**config.mk**
```make
export PLATFORM = sky130hd
export DESIGN_NAME = jtag_tap_sequencer
export DESIGN_NICKNAME = d
export VERILOG_FILES = /design/src/rtl/jtag_tap_sequencer.sv
export SDC_FILE = /design/constraint.sdc
export NUM_CORES = 1
export LEC_CHECK = 0
export ABC_AREA = 1
export CAP_MARGIN = 20
export CORE_ASPECT_RATIO = 0.9
export CORE_UTILIZATION = 40
export CTS_BUF_LIST = sky130_fd_sc_hd__clkbuf_8 sky130_fd_sc_hd__clkbuf_16
export DETAILED_ROUTE_END_ITERATION = 10
export GPL_ROUTABILITY_DRIVEN = 0
export HOLD_SLACK_MARGIN = 0.1
export PLACE_DENSITY = 0.75
export SETUP_SLACK_MARGIN = 0.3
export SYNTH_ARGS = -nofsm -noshare
export SYNTH_HDL_FRONTEND = slang
export SYNTH_SLANG_ARGS = --single-unit
```
**constraint.sdc**
```tcl
create_clock -name clk -period 7.6 [get_ports clk]
set_clock_uncertainty 0.2 [all_clocks]
set_input_delay 1.14 -clock clk [delete_from_list [all_inputs] [get_ports clk]]
set_output_delay 1.14 -clock clk [all_outputs]
set_load 0.03 [all_outputs]
```
**src/rtl/jtag_tap_sequencer.sv**
```systemverilog
// JTAG TAP sequencer: walks a target TAP through an optional IR scan followed by a DR scan,
// shifting latched data LSB first on tdi and capturing tdo into resultVector.
module jtag_tap_sequencer #(
    parameter int MAX_VECTOR_WIDTH = 32,
    parameter int MAX_INSTR_WIDTH  = 5
) (
    input  logic                        clk,
    input  logic                        reset,
    input  logic                        start,
    input  logic                        instrFlag,
    input  logic [2:0]                  instrWidth,
    input  logic [5:0]                  vectorWidth,
    input  logic [MAX_INSTR_WIDTH-1:0]  instruction,
    input  logic [MAX_VECTOR_WIDTH-1:0] testVector,
    input  logic                        tdo,
    output logic                        tms,
    output logic                        tdi,
    output logic                        busy,
    output logic                        done,
    output logic                        error,
    output logic [MAX_VECTOR_WIDTH-1:0] resultVector
);

    localparam int VIDX_W = (MAX_VECTOR_WIDTH > 1) ? $clog2(MAX_VECTOR_WIDTH) : 1;
    localparam int IIDX_W = (MAX_INSTR_WIDTH > 1) ? $clog2(MAX_INSTR_WIDTH) : 1;

    typedef enum logic [3:0] {
        TLR_SEQ,
        IDLE,
        LAUNCH,
        SEL_DR,
        SEL_IR,
        CAP_IR,
        SHIFT_IR,
        EXIT1_IR,
        UPD_IR,
        CAP_DR,
        SHIFT_DR,
        EXIT1_DR,
        UPD_DR
    } state_t;

    state_t                      state;
    logic [2:0]                  tlr_cnt;
    logic [5:0]                  bit_cnt;
    logic                        ir_pend;
    logic                        done_q;
    logic                        error_q;
    logic [MAX_VECTOR_WIDTH-1:0] result_q;

    logic [2:0]                  iw_q;
    logic [5:0]                  vw_q;
    logic [MAX_INSTR_WIDTH-1:0]  instr_q;
    logic [MAX_VECTOR_WIDTH-1:0] vec_q;

    logic                        req_legal;
    logic                        accept;
    logic                        ir_last;
    logic                        dr_last;

    function automatic logic legal_vw(input logic [5:0] w);
        return (w == 6'd8) || (w == 6'd16) || (w == 6'd24) || (w == 6'd32);
    endfunction

    function automatic logic legal_iw(input logic [2:0] w);
        return (w == 3'd3) || (w == 3'd4) || (w == 3'd5);
    endfunction

    // The IR width only matters when an IR scan is requested.
    assign req_legal = legal_vw(vectorWidth) && (!instrFlag || legal_iw(instrWidth));
    assign accept    = (state == IDLE) && start && req_legal;
    assign ir_last   = (bit_cnt == ({3'b000, iw_q} - 6'd1));
    assign dr_last   = (bit_cnt == (vw_q - 6'd1));

    // Operation operands are only meaningful after an accepted start, so they carry no reset.
    always_ff @(posedge clk) begin
        if (accept) begin
            iw_q    <= instrWidth;
            vw_q    <= vectorWidth;
            instr_q <= instruction;
            vec_q   <= testVector;
        end
    end

    always_ff @(posedge clk or negedge reset) begin
        if (!reset) begin
            state    <= TLR_SEQ;
            tlr_cnt  <= 3'd0;
            bit_cnt  <= 6'd0;
            ir_pend  <= 1'b0;
            done_q   <= 1'b0;
            error_q  <= 1'b0;
            result_q <= '0;
        end else begin
            done_q  <= 1'b0;
            error_q <= 1'b0;
            case (state)
                TLR_SEQ: begin
                    if (tlr_cnt == 3'd4) begin
                        tlr_cnt <= 3'd0;
                        state   <= IDLE;
                    end else begin
                        tlr_cnt <= tlr_cnt + 3'd1;
                    end
                end
                IDLE: begin
                    if (start) begin
                        if (req_legal) begin
                            ir_pend  <= instrFlag;
                            result_q <= '0;
                            state    <= LAUNCH;
                        end else begin
                            error_q <= 1'b1;
                        end
                    end
                end
                LAUNCH:   state <= SEL_DR;
                SEL_DR:   state <= ir_pend ? SEL_IR : CAP_DR;
                SEL_IR:   state <= CAP_IR;
                CAP_IR: begin
                    bit_cnt <= 6'd0;
                    state   <= SHIFT_IR;
                end
                SHIFT_IR: begin
                    if (ir_last) begin
                        bit_cnt <= 6'd0;
                        state   <= EXIT1_IR;
                    end else begin
                        bit_cnt <= bit_cnt + 6'd1;
                    end
                end
                EXIT1_IR: state <= UPD_IR;
                UPD_IR: begin
                    ir_pend <= 1'b0;
                    state   <= SEL_DR;
                end
                CAP_DR: begin
                    bit_cnt <= 6'd0;
                    state   <= SHIFT_DR;
                end
                SHIFT_DR: begin
                    result_q[bit_cnt[VIDX_W-1:0]] <= tdo;
                    if (dr_last) begin
                        bit_cnt <= 6'd0;
                        state   <= EXIT1_DR;
                    end else begin
                        bit_cnt <= bit_cnt + 6'd1;
                    end
                end
                EXIT1_DR: state <= UPD_DR;
                UPD_DR: begin
                    done_q <= 1'b1;
                    state  <= IDLE;
                end
                default:  state <= TLR_SEQ;
            endcase
        end
    end

    // tms/tdi depend only on registered state, counter and latched operands.
    always_comb begin
        tms = 1'b0;
        tdi = 1'b0;
        case (state)
            TLR_SEQ, LAUNCH, EXIT1_IR, UPD_IR, EXIT1_DR: tms = 1'b1;
            SEL_DR:   tms = ir_pend;
            SHIFT_IR: begin
                tms = ir_last;
                tdi = instr_q[bit_cnt[IIDX_W-1:0]];
            end
            SHIFT_DR: begin
                tms = dr_last;
                tdi = vec_q[bit_cnt[VIDX_W-1:0]];
            end
            default: begin
                tms = 1'b0;
                tdi = 1'b0;
            end
        endcase
    end

    assign busy         = (state != IDLE);
    assign done         = done_q;
    assign error        = error_q;
    assign resultVector = result_q;

endmodule

```
==> results.json <==
{
  "outcome": "complete, no violations",
  "drive_above_1_share": 0.0744,
  "path_clk_slew_ns": 0.07,
  "vias": 4137,
  "synth_top_cell_area_share": 0.287,
  "drt-met1-wl_um": 4920,
  "maxCapViolations": 0,
  "multiInputGateArea_um2": 1890,
  "slew_headroom": 0.487,
  "clock_sinks": 94,
  "async_reset_ff_frac": 0.511,
  "synth_top_area_cell": "edfxtp_1",
  "htreeDepth": 3,
  "synthTopCellsByCount": "nand2_1 (195), nor2_1 (50), nand3_1 (49)",
  "power_leakage_nw": 2.63,
  "fillers": 1066,
  "seq_power_share": 0.376,
  "dr.max_layer_used": "met4",
  "rsz0062_at_grt": "no",
  "synth_seq_area_share": 0.537,
  "cts_setup_buffers": 0,
  "postSynthCellCount": 576,
  "cts_made_buffers": 9,
  "diodes": 0,
  "final_nets": 713,
  "synth-edff-count": 46,
  "grt_pass1_vias": 4019,
  "switching_power_uw": 653,
  "die_h_um": 106,
  "critical-path-slowest-cell": "dfrtp_1",
  "setup_violations": 0,
  "cp-start-kind": "register",
  "fmax_mhz": 228,
  "core-area_um2": 11600,
  "wl_met2_um": 5310,
  "required_ns": 6.26,
  "syn_area_um2": 4810,
  "power_mw": 1.72,
  "ys_seq_elements": 94,
  "drv_slew": 0,
  "fin_hold_ws_ns": 0.273,
  "avgRoutedWirePerCell_um": 13.9,
  "setup_ws_ns": 3.21,
  "io_pins": 88,
  "drt-vias-per-instance": 5.08,
  "p_int_mw": 1.07,
  "grt-ovfl-total": 0,
  "fin_cells": 815,
  "place_area_um2": 5750,
  "synth-warning-count": 0,
  "antenna_found_initial": 0,
  "cp_cell_sequence": "inv_2 > nand2_1 > nand2_1 > nor2_1 > nand2_1 > nor2_1 > nand3_1 > o211ai_1 > clkdlybuf4s50_1",
  "synthDistinctLibCells": 31,
  "clockBufferDepth": 2,
  "start_util": 0.416,
  "worstMarginPinSlew_ns": 0.770,
  "combPwrFrac": 0.343,
  "hold_path_class": "reg -> reg",
  "dpl.hpwl_um": 8100,
  "drc": 0,
  "cp_slowest_stage_delay_ns": 0.85,
  "fin_util": 0.527,
  "drtAntennaViolNets": 0,
  "ys_top_cells_by_area": "edfxtp_1 (29%), dfrtp_1 (25%), nand2_1 (15%)",
  "syn_nets": 635,
  "post-place-ws_ns": 3.63,
  "switching_share": 0.379,
  "fin_crit_sh": 0.577,
  "first_pass_iters": 5,
  "ctsResizeCount": 0,
  "yosysMostFrequentCell": "nand2_1",
  "root_buffer": "clkbuf_16",
  "finalHoldViolCount": 0,
  "endpoint_kind": "output port",
  "vdd_drop_max_uv": 130,
  "power_density_nw_per_um2": 283,
  "drt-total-wl_um": 11300,
  "port_buffers": 87,
  "insertion_delay_ns": 0.35,
  "synth_ff_type": "dfrtp_1",
  "first_iter_violations": 266,
  "grt_start_max_net_pins": 49,
  "areaGrowthSynthToFinish_pct": 26.6,
  "avgSynthCellArea_um2": 8.36,
  "fin_tns_setup_ns": 0,
  "cts_tree": "done",
  "seqCellArea_um2": 2580,
  "grt_pass1_wl_um": 18900,
  "met3_length_um": 810,
  "crit_fanout": 25,
  "die_area_um2": 12500,
  "path_class": "reg -> out",
  "fin_area_um2": 6090,
  "cts_hold_buf": 0,
  "dp.cells": 798,
  "fp-row-count": 37,
  "fp.dieW_um": 118,
  "power.share.clock": 0.282,
  "grt_usage": 0.193,
  "cpMostUsedCell": "nand2_1",
  "min_period_ns": 4.39,
  "crit_arrival_ns": 3.05
}
-- power groups by stage --
stage	Combinational [mW]	Sequential, mW	Clock, mW
floorplan	0.422	0.646	0
global placement	0.558	0.653	0
detailed placement	0.582	0.658	0
CTS	0.585	0.647	0.494
global route	0.662	0.656	0.515
finish	0.591	0.647	0.485
-- metal layers --
layer  track usage  vias to the layer above
met3        0.0590                       23
li1              -                     2030
met5             0                        -
met2         0.313                      168
met4        0.0806                        0
met1         0.240                     1916
-- flip-flops by register name, summed over array words and instances (netlist names) --
register and count:
ir_pend 1, vw_q 6, iw_q 3, resultVector 32, tlr_cnt 3, error 1
state 4, instr_q 5, done 1, vec_q 32, bit_cnt 6
-- cell type report --
cell class | count | area share
Clock buffer | 9 | 0.0370
Clock inverter | 7 | 0.0160
Inverter | 55 | 0.0339
Multi-Input combinational cell | 405 | 0.311
Sequential cell | 94 | 0.424
Tap cell | 156 | 0.0320
Timing Repair Buffer | 89 | 0.147
-- worst paths after layout --
check,start,to,slack (ns),depth (start not counted)
max in group asynchronous,reset,resultVector[16]$_DFFE_PN0P_,6.29,2
setup / recovery,bit_cnt[0]$_DFFE_PN0P_,tms,3.21,9
hold / removal,resultVector[28]$_DFFE_PN0P_,resultVector[28]$_DFFE_PN0P_,0.27,2
hold reg to reg,resultVector[28]$_DFFE_PN0P_,resultVector[28]$_DFFE_PN0P_,0.27,2
min in group asynchronous,reset,state[2]$_DFFE_PN0P_,0.44,1
setup reg to reg,bit_cnt[0]$_DFFE_PN0P_,resultVector[22]$_DFFE_PN0P_,4.97,7
-- cell families (layout without fill, tap and decap cells) --
| family | count (synthesis) | count (layout) | share of synthesized area |
|---|---|---|---|
| AO/OA/AOI/OAI | 79 | 79 | 0.0897 |
| XOR/XNOR | 7 | 7 | 0.0127 |
| adder cells (fa/ha/maj) | 8 | 8 | 0.0208 |
| buffers and inverters | 77 | 160 | 0.0699 |
| flip-flops | 94 | 94 | 0.537 |
| AND/OR/NAND/NOR | 311 | 311 | 0.270 |
-- critical path: cells and delay by family (launching register included) --
family,cells,cell delay [ns]
buf+inv,2,1.05
flops,1,0.85
simple gates,6,0.57
compound gates,1,0.22
-- cells in the final DEF, fill, tap and decap left out, drive strengths merged --
| cell | synthesis | final |
|---|---|---|
| a32oi | 1 | 1 |
| clkinv | 0 | 1 |
| bufinv | 0 | 2 |
| xor2 | 5 | 5 |
| inv | 55 | 58 |
| or2 | 1 | 1 |
| o2111ai | 1 | 1 |
| ha | 8 | 8 |
| nand3 | 49 | 49 |
| edfxtp | 46 | 46 |
| a211oi | 1 | 1 |
| o21ai | 62 | 62 |
| nand2 | 200 | 200 |
| clkbuf | 5 | 9 |
| xnor2 | 2 | 2 |
| buf | 17 | 3 |
| a21oi | 2 | 2 |
| nor2 | 60 | 60 |
| o211ai | 4 | 4 |
| clkdlybuf4s50 | 0 | 86 |
| nand3b | 1 | 1 |
| o21bai | 1 | 1 |
| o22ai | 6 | 6 |
| dfrtp | 48 | 48 |
| o2111a | 1 | 1 |
| clkinvlp | 0 | 1 |
No activity file was read; power rests on OpenSTA's default activity.
